<file path="config.mk">
export PLATFORM = sky130hd
export DESIGN_NAME = prm_edge_scan
export DESIGN_NICKNAME = d
export VERILOG_FILES = /design/src/rtl/prm_edge_scan.sv
export SDC_FILE = /design/constraint.sdc
export NUM_CORES = 1
export LEC_CHECK = 0
export BUFFER_PORTS_ARGS = -buffer_cell sky130_fd_sc_hd__buf_2
export CELL_PAD_IN_SITES_DETAIL_PLACEMENT = 2
export CELL_PAD_IN_SITES_GLOBAL_PLACEMENT = 2
export CORE_MARGIN = 5
export CORE_UTILIZATION = 34
export DETAILED_ROUTE_END_ITERATION = 8
export PLACE_DENSITY_LB_ADDON = 0.25
export SYNTH_ARGS = -nofsm -noshare
export SYNTH_HDL_FRONTEND = slang
export SYNTH_SLANG_ARGS = --single-unit
</file>
<file path="constraint.sdc">
create_clock -name clk -period 3.25 [get_ports clk]
set_input_delay 0.4875 -clock clk [delete_from_list [all_inputs] [get_ports clk]]
set_output_delay 0.4875 -clock clk [all_outputs]
set_load 0.005 [all_outputs]
</file>
<file path="src/rtl/prm_edge_scan.sv">
`default_nettype none
// ============================================================================
// Module   : prm_edge_scan
// Purpose  : Walks an inclusive range of configuration codes through one
//            prm_oblgc_chk obstacle-logic checker, one code per cycle.
//            Packs the returned edge_mask bits into WORD_W-bit words and
//            streams them to the roadmap edge-table writer over valid/ready.
// Config   : PRM_SCAN_BLKCNT_EN - when defined, blocked_cnt counts the
//            blocked codes. Otherwise blocked_cnt is tied to 0.
// Ports    : clk, rst_n          - clock, async active-low reset
//            start               - begin a scan (honoured only when idle)
//            first_idx/last_idx  - inclusive code range, captured on start
//            busy, done          - scan in progress / one-cycle end pulse
//            chk_code, chk_mask  - code to checker / its combinational result
//            out_valid/out_ready - output word handshake
//            out_data/out_base   - packed bits / code of out_data[0]
//            out_last            - final word of the scan
//            blocked_cnt         - blocked codes in the current or last scan
// Revision : 1.0 - initial release
// ============================================================================
module prm_edge_scan #(
  parameter int IDX_W  = 15,
  parameter int WORD_W = 32,  // must be a power of two
  parameter int CNT_W  = 16   // must be >= IDX_W+1
) (
  input  logic              clk,
  input  logic              rst_n,
  input  logic              start,
  input  logic [IDX_W-1:0]  first_idx,
  input  logic [IDX_W-1:0]  last_idx,
  output logic              busy,
  output logic              done,
  output logic [IDX_W-1:0]  chk_code,
  input  logic              chk_mask,
  output logic              out_valid,
  input  logic              out_ready,
  output logic [WORD_W-1:0] out_data,
  output logic [IDX_W-1:0]  out_base,
  output logic              out_last,
  output logic [CNT_W-1:0]  blocked_cnt
);

  localparam int OFF_W = $clog2(WORD_W);
  localparam logic [IDX_W-1:0] C_WORD_STEP = IDX_W'(WORD_W);

  typedef enum logic [1:0] {
    ST_IDLE  = 2'd0,
    ST_SCAN  = 2'd1,
    ST_DRAIN = 2'd2,
    ST_FIN   = 2'd3
  } state_t;

  state_t r_state;
  state_t w_state_nxt;

  logic [IDX_W-1:0]  r_code;
  logic [IDX_W-1:0]  r_last;
  logic [IDX_W-1:0]  r_base;
  logic [WORD_W-1:0] r_pack;
  logic              r_start_d;
  logic              r_out_valid;
  logic [WORD_W-1:0] r_out_data;
  logic [IDX_W-1:0]  r_out_base;
  logic              r_out_last;

  logic [OFF_W-1:0]  w_off;
  logic              w_is_last;
  logic              w_commit_pt;
  logic              w_can_commit;
  logic              w_sample;
  logic              w_commit;
  logic              w_start_ok;
  logic [WORD_W-1:0] w_packed;
  logic              w_done;
  logic              w_busy;

  // Bit position within the word: only the low bits of the difference
  // matter since base always advances by a whole word.
  assign w_off        = r_code[OFF_W-1:0] - r_base[OFF_W-1:0];
  assign w_is_last    = (r_code == r_last);
  assign w_commit_pt  = (&w_off) || w_is_last;
  assign w_can_commit = !r_out_valid || out_ready;
  // A commit point with the output register still occupied stalls the
  // walk; the same code is resampled once the slot frees up.
  assign w_sample     = (r_state == ST_SCAN) && !(w_commit_pt && !w_can_commit);
  assign w_commit     = w_sample && w_commit_pt;
  assign w_start_ok   = (r_state == ST_IDLE) && start;
  assign w_packed     = r_pack | ({{(WORD_W-1){1'b0}}, chk_mask} << w_off);

  // --------------------------------------------------------------------------
  // FSM
  // --------------------------------------------------------------------------
  always_ff @(posedge clk or negedge rst_n) begin
    if (!rst_n) begin
      r_state <= ST_IDLE;
    end else begin
      r_state <= w_state_nxt;
    end
  end

  always_comb begin
    w_state_nxt = r_state;
    w_done      = 1'b0;
    // busy also covers the cycle right after an accepted start, so an empty
    // range still shows busy alongside its done pulse.
    w_busy      = r_start_d;
    case (r_state)
      ST_IDLE: begin
        if (start) begin
          w_state_nxt = (first_idx > last_idx) ? ST_FIN : ST_SCAN;
        end
      end
      ST_SCAN: begin
        w_busy = 1'b1;
        if (w_sample && w_is_last) begin
          w_state_nxt = ST_DRAIN;
        end
      end
      ST_DRAIN: begin
        w_busy = 1'b1;
        if (r_out_valid && out_ready) begin
          w_state_nxt = ST_FIN;
        end
      end
      ST_FIN: begin
        w_done      = 1'b1;
        w_state_nxt = ST_IDLE;
      end
      default: begin
        w_state_nxt = ST_IDLE;
      end
    endcase
  end

  // --------------------------------------------------------------------------
  // Code walk and packing
  // --------------------------------------------------------------------------
  always_ff @(posedge clk or negedge rst_n) begin
    if (!rst_n) begin
      r_code    <= '0;
      r_last    <= '0;
      r_base    <= '0;
      r_pack    <= '0;
      r_start_d <= 1'b0;
    end else begin
      r_start_d <= w_start_ok;
      if (w_start_ok) begin
        r_code <= first_idx;
        r_last <= last_idx;
        r_base <= first_idx;
        r_pack <= '0;
      end else if (w_sample) begin
        // The walk leaves SCAN at last_idx, so a wrap of the increment at
        // the top of the code space is never observed as a sample.
        r_code <= r_code + 1'b1;
        if (w_commit) begin
          r_pack <= '0;
          r_base <= r_base + C_WORD_STEP;
        end else begin
          r_pack <= w_packed;
        end
      end
    end
  end

  // --------------------------------------------------------------------------
  // Output word register
  // --------------------------------------------------------------------------
  always_ff @(posedge clk or negedge rst_n) begin
    if (!rst_n) begin
      r_out_valid <= 1'b0;
      r_out_data  <= '0;
      r_out_base  <= '0;
      r_out_last  <= 1'b0;
    end else begin
      if (w_commit) begin
        r_out_valid <= 1'b1;
        r_out_data  <= w_packed;
        r_out_base  <= r_base;
        r_out_last  <= w_is_last;
      end else if (out_ready) begin
        r_out_valid <= 1'b0;
      end
    end
  end

  // --------------------------------------------------------------------------
  // Blocked-code counter
  // --------------------------------------------------------------------------
`ifdef PRM_SCAN_BLKCNT_EN
  logic [CNT_W-1:0] r_blk_cnt;

  always_ff @(posedge clk or negedge rst_n) begin
    if (!rst_n) begin
      r_blk_cnt <= '0;
    end else if (w_start_ok) begin
      r_blk_cnt <= '0;
    end else if (w_sample && chk_mask) begin
      r_blk_cnt <= r_blk_cnt + 1'b1;
    end
  end

  assign blocked_cnt = r_blk_cnt;
`else
  assign blocked_cnt = '0;
`endif

  assign busy      = w_busy;
  assign done      = w_done;
  assign chk_code  = r_code;
  assign out_valid = r_out_valid;
  assign out_data  = r_out_data;
  assign out_base  = r_out_base;
  assign out_last  = r_out_last;

endmodule
`default_nettype wire

</file>
==> results of run 1 <==
## synth_stat cells, drive strengths merged (8+ instances only)
cell | n | area (sq um)
a21o | 8 | 60.1
or4 | 11 | 82.6
clkbuf | 25 | 95.1
nand3 | 15 | 75.1
ha | 26 | 325
xnor2 | 11 | 104
o21ai | 60 | 300
nor2 | 57 | 214
a21oi | 72 | 368
nand2 | 119 | 447
a41oi | 8 | 70.1
dfrtp | 129 | 3230
inv | 26 | 97.6
buf | 23 | 155
o31ai | 10 | 75.1
a31oi | 14 | 87.6
nand4 | 11 | 75.1
nor3 | 8 | 40.0
xor2 | 14 | 130
## cell families after synthesis
family                     share of synthesized area [%]
adders and majority gates                           5.43
and+or+nand+nor                                     17.4
AOI/OAI and AO/OA                                   17.2
buffers and inverters                               5.47
xor gates and xnor gates                            3.68
DFF                                                 50.8
other                                             0.0590
## report_power, final
part	internal, mW	switching, mW
sequential	2.23	0.557
combinational	1.28	2.44
clock	1.16	0.810
## routing by layer
metal	up-vias	GRT usage [%]
li1	2587	-
met1	2889	24.1
met2	87	38.1
met3	20	4.16
met4	0	5.32
met5	-	0
## flip-flops by register name, indices dropped and copies added, names as in the netlist
name	cells
r_last	15
chk_code	15
out_data	32
out_base	15
r_base	15
out_valid	1
r_start_d	1
out_last	1
r_state	2
r_pack	32
## what timing repair did
action / in CTS / in global routing
setup endpoints to repair: 8 / 85
pin swaps: 0 / 1
hold buffers: 0 / 0
endpoints found under the hold margin: 0 / 0
setup buffers: 0 / 1
gates resized for setup: 1 / 7
## through the flow
step | power (mW) | hold slack (ns) | cells
final | 8.48 | -0.00186 | 1041
after global routing | 9.09 | 0.0104 | 1041
after CTS | 8.43 | 0.00292 | 1040
after detailed placement | 6.36 | 0.458 | 1008
after global placement | 6.11 | 0.454 | 1008
after floorplan | 4.87 | 0.192 | 705
## how the worst max path moves through the flow
stage               slack, ns                 endpoint
global placement         0.18   r_base[12]$_DFFE_PN0P_
detailed placement      -0.03  out_data[0]$_DFFE_PN0P_
finish                   0.27   r_base[11]$_DFFE_PN0P_
CTS                      0.08   r_base[12]$_DFFE_PN0P_
floorplan                0.28   r_base[11]$_DFFE_PN0P_
global route             0.06   r_base[10]$_DFFE_PN0P_
## worst reg2reg max path, cell delays in order, from the launching register on
cell	delay [ns]
dfrtp_1	0.38
inv_1	0.08
ha_1	0.18
inv_1	0.07
fa_2	0.38
a21o_1	0.20
a21oi_4	0.23
xnor2_4	0.20
nand4_4	0.19
a21o_4	0.30
or4_1	0.52
a31oi_1	0.17
## cell type report
| type | instances | share of cell area, % |
|---|---|---|
| Clock buffer | 18 | 5.66 |
| Clock inverter | 14 | 1.98 |
| Inverter | 26 | 1.26 |
| Multi-Input combinational cell | 502 | 37.1 |
| Sequential cell | 129 | 41.6 |
| Tap cell | 234 | 3.77 |
| Timing Repair Buffer | 118 | 8.59 |
==> impl_metrics.ini, run 1 <==
[critical_path]
end_kind = register
r2r_cells = 11
cp_cell_sequence = inv_1 -> ha_1 -> inv_1 -> fa_2 -> a21o_1 -> a21oi_4 -> xnor2_4 -> nand4_4 -> a21o_4 -> or4_1 -> a31oi_1
crit_type = register to register
r2r_end = r_base[11]$_DFFE_PN0P_
crit_start = chk_code[0]$_DFFE_PN0P_
cp_top_family = compound AO/OA/AOI/OAI gates
slowest_stage = or4_1
worstSetupStartpointType = register
critical_path_cell_count = 11
critical_path.max_fanout = 13
r2r-start = chk_code[0]$_DFFE_PN0P_
cp.required_ns = 3.60
cp_slowest_stage_delay_ns = 0.52
path_buf_inv = 2
crit_arrival_ns = 3.33
ff2ff_setup_slack_ns = 0.27
cpMostUsedCell = inv_1

[yosys]
synthDistinctLibCells = 43
ys_seq_elements = 129
yosys_warnings = 0
synth_area_per_cell_sq_um = 9.22
ys_async_sr_fraction_pct = 100
seq_area_frac_synth_pct = 50.8
ys.flop_type = dfrtp_1
synth_area_sq_um = 6360
syn_inst = 690
synth_edf_count = 0

[sta]
min_period_over_period_pct = 91.8
skew_ns = 0.0124
rsz0062_at_grt = no
layout_min_cycle_time_ns = 2.98
tightest_slew_ns = 0.807
finalMaxSlewViolations = 0
setup_viol_count_final = 0
finalHoldViolations = 5
layout_setup_ws_ns = 0.266
max_freq_mhz = 335
whs_ns = -0.00186
setup_tns_ns = 0
relSlewSlack_pct = 46.0

[clock_network]
clk_path_buf_depth = 2
cts.sinks = 129
cts_buffers = 17
clk_pin_slew_ns = 0.06
htreeDepth = 4
clockRootBuffer = clkbuf_16
cts_tree = yes
clkLatencyLatePin_ns = 0.43

[grt]
grt_max_degree = 80
grt_pass1_wl_um = 34900
grt_pass1_vias = 6299
grt.total_usage_pct = 20.5
antenna_found_initial = 0
grt-ovfl-total = 0

[place]
gp_congestion = 0.795
dpl_cell_area_sq_um = 7120
portBuffers = 100
dp_hpwl_um = 15300
post-place-ws_ns = -0.0341

[drt]
dr_total_vias = 5583
via_per_inst = 5.36
wire_per_inst_um = 20.7
antenna_left = 0
wl_met1_um = 9080
met2_length_um = 11600
dr.pass1.iters = 4
routed.top_layer = met4
drt_iter0_markers = 209
drcViolationCount = 0
wirelength_um = 21600
wl_met3_um = 601

[finish]
areaGrowthSynthToFinish_pct = 22.1
seqCellArea_sq_um = 3230
final_core_util_pct = 41.8
n_antenna_cell = 0
stdcell_area_sq_um = 7760
n_fill_cell = 2033
layout_commonest_cell = dfrtp_1
drive_above_1_share_pct = 20.1
final_nets = 856
layout_common_cells = dfrtp_1, nand2_1, buf_2
multi_input_area_sq_um = 2880

[die]
dieWidth_um = 147
pin_count = 117
rows = 50
die_height_um = 147
coreArea_sq_um = 18600
start_util_pct = 34.2
die_area_sq_um = 21500

[run_status]
status = complete, but fails checks
violations = negative hold slack

[power]
vdd_ir_drop_max_uv = 558
p_leak_nw = 3.77
p_per_area_nw_per_um2 = 1090

[run]
drv_cap = 0

[worst_hold_path]
hold_class = primary input to asynchronous set/reset pin
Power figures use the tool's default switching activity.
==> run 2: changes to the inputs <==
--- a/config.mk
+++ b/config.mk
@@ -5,11 +5,12 @@
 export SDC_FILE = /design/constraint.sdc
 export NUM_CORES = 1
 export LEC_CHECK = 0
+export ABC_AREA = 1
 export BUFFER_PORTS_ARGS = -buffer_cell sky130_fd_sc_hd__buf_2
 export CELL_PAD_IN_SITES_DETAIL_PLACEMENT = 2
 export CELL_PAD_IN_SITES_GLOBAL_PLACEMENT = 2
 export CORE_MARGIN = 5
-export CORE_UTILIZATION = 34
+export CORE_UTILIZATION = 33
 export DETAILED_ROUTE_END_ITERATION = 8
 export PLACE_DENSITY_LB_ADDON = 0.25
 export SYNTH_ARGS = -nofsm -noshare
==> run 2 against run 1 <==
The flow now finishes without violations; critical path depth up 4; die area grew 14%; clock skew shrank 0.0043 ns; critical path type unchanged; largest cell class unchanged.
==> impl_metrics.ini, run 2 <==
[run_status]
status = finished, final reports clean

[power]
switching_share_pct = 44.6
vdd_ir_drop_max_uv = 441
p_sw_mw = 3.68
p_clk_share_pct = 23.6
power_frac_seq_pct = 31.6
p_per_area_nw_per_um2 = 986
total_power_mw = 8.26
p_leak_nw = 4.44
p_int_mw = 4.58
pwr-share-comb_pct = 44.8

[critical_path]
cp.required_ns = 3.56
worstSetupStartpointType = register
end_kind = register
crit_arrival_ns = 3.14
critical_path.max_fanout = 31
crit_type = register to register

[place]
gp_congestion = 0.772
portBuffers = 100
dp_hpwl_um = 17100
post-place-ws_ns = 0.469

[clock_network]
htreeDepth = 4
clkLatencyLatePin_ns = 0.43
clk_pin_slew_ns = 0.06
cts_buffers = 17
cts_tree = yes
cts.sinks = 129
clk_path_buf_depth = 2
post_cts_buffers = 0
ctsResizeCount = 0
hold_buffers = 0
clockRootBuffer = clkbuf_16

[yosys]
yosys_warnings = 0
synth_edf_count = 0
syn_inst = 920
synth_area_per_cell_sq_um = 7.72
synth_area_sq_um = 7100
yosysMostFrequentCell = nand2_1
seq_area_frac_synth_pct = 45.5
ys_seq_elements = 129
yosysTopAreaCell = dfrtp_1
synthDistinctLibCells = 38
ys_async_sr_fraction_pct = 100
synth.top_cell.area_share_pct = 45.5
synth_common_cells = nand2_1, dfrtp_1, inv_1
synth_area_leaders = dfrtp_1, nand2_1, nand3_1
ys.flop_type = dfrtp_1

[sta]
max_freq_mhz = 354
setup_tns_ns = 0
rsz0062_at_grt = no
layout_min_cycle_time_ns = 2.82
layout_setup_ws_ns = 0.426
min_period_over_period_pct = 86.9
tightest_slew_ns = 0.652
relSlewSlack_pct = 56.5
skew_ns = 0.00816
finalMaxSlewViolations = 0
setup_viol_count_final = 0
finalHoldViolations = 0

[grt]
grt_max_degree = 58
grt_pass1_wl_um = 38700
grt.total_usage_pct = 19.9
grt_pass1_vias = 7134
antenna_found_initial = 0
grt-ovfl-total = 0

[finish]
n_fill_cell = 2486
seqCellArea_sq_um = 3230
n_antenna_cell = 0
layout_common_cells = nand2_1, dfrtp_1, buf_2
areaGrowthSynthToFinish_pct = 17.9
drive_above_1_share_pct = 16.0
multi_input_area_sq_um = 3230
final_nets = 1074
layout_commonest_cell = nand2_1

[drt]
drcViolationCount = 0
antenna_left = 0
dr_total_vias = 6490
wire_per_inst_um = 18.2
wirelength_um = 23700
drt_iter0_markers = 222
dr.pass1.iters = 4
via_per_inst = 4.99

[die]
start_util_pct = 33.7
die_area_sq_um = 24500
pin_count = 117
rows = 53
die_height_um = 157
coreArea_sq_um = 21100
dieWidth_um = 157

[run]
drv_cap = 0

[worst_hold_path]
hold_class = primary input to asynchronous set/reset pin
## run 2: path summary, 6_finish.rpt
path / start / to / slack [ns] / depth (start not counted)
max in group asynchronous: rst_n / out_base[14]$_DFFE_PN0P_ / 2.44 / 2
min in group clk: last_idx[0] / r_last[0]$_DFFE_PN0P_ / 0.30 / 3
setup reg to reg: chk_code[0]$_DFFE_PN0P_ / r_pack[17]$_DFFE_PN0P_ / 0.43 / 15
hold / removal: rst_n / r_last[2]$_DFFE_PN0P_ / 0.0002 / 1
hold reg to reg: out_data[27]$_DFFE_PN0P_ / out_data[27]$_DFFE_PN0P_ / 0.48 / 2
setup / recovery: chk_code[0]$_DFFE_PN0P_ / r_pack[17]$_DFFE_PN0P_ / 0.43 / 15
## run 2: routing by layer
layer | vias up | global-route usage [%] | routed length, um
met2 | 104 | 34.9 | 11900
met4 | 0 | 4.96 | 316
li1 | 3098 | - | -
met5 | - | 0 | 0
met1 | 3268 | 25.7 | 10900
met3 | 20 | 3.07 | 635
## run 2: through the flow
stage / hold WS, ns / util, % / cell area [sq um] / std cells
2_1_floorplan: 0.192 / - / 7150 / 935
3_3_place_gp: 0.463 / 36.9 / 7780 / 1268
3_5_place_dp: 0.462 / 36.9 / 7780 / 1268
4_1_cts: 0.0136 / 39.7 / 8370 / 1300
5_1_grt: 0.0232 / 39.7 / 8370 / 1300
6_report: 0.000221 / 39.7 / 8370 / 1300
## run 2: cell type report
cell class / instances / area share [%]
well taps: 275 / 4.11
flip-flops and latches: 129 / 38.6
clock buffers: 21 / 5.38
clock inverters: 11 / 1.64
multi-input cells: 661 / 38.6
inverters: 86 / 3.86
repair buffers: 117 / 7.88
## run 2: kinds of logic after synthesis
group / share of synthesized area (%)
xor gates and xnor gates: 1.46
DFF: 45.5
other: 0.0528
adders and majority gates: 4.87
AOI/OAI and AO/OA: 11.5
buffers and inverters: 9.87
and+or+nand+nor: 26.7
## run 2: power groups by stage
stage / Combinational (mW) / Clock, mW / Sequential [mW]
3_3_place_gp: 3.57 / 0 / 2.60
2_1_floorplan: 2.42 / 0 / 2.53
4_1_cts: 3.78 / 1.99 / 2.62
3_5_place_dp: 3.70 / 0 / 2.62
5_1_grt: 4.18 / 2.06 / 2.69
6_report: 3.69 / 1.95 / 2.61
## run 2: critical path, cell delays in order (launching register included)
cell and delay [ns]:
dfrtp_1 0.40, inv_2 0.09, ha_1 0.15, inv_1 0.06, fa_1 0.44, xor2_2 0.30
nand2_1 0.08, nor2_1 0.11, nand3_1 0.10, nand2_2 0.14, nand2_4 0.16, nand2_4 0.13
buf_4 0.32, nor2_1 0.09, nand2_1 0.08, nand2_1 0.05
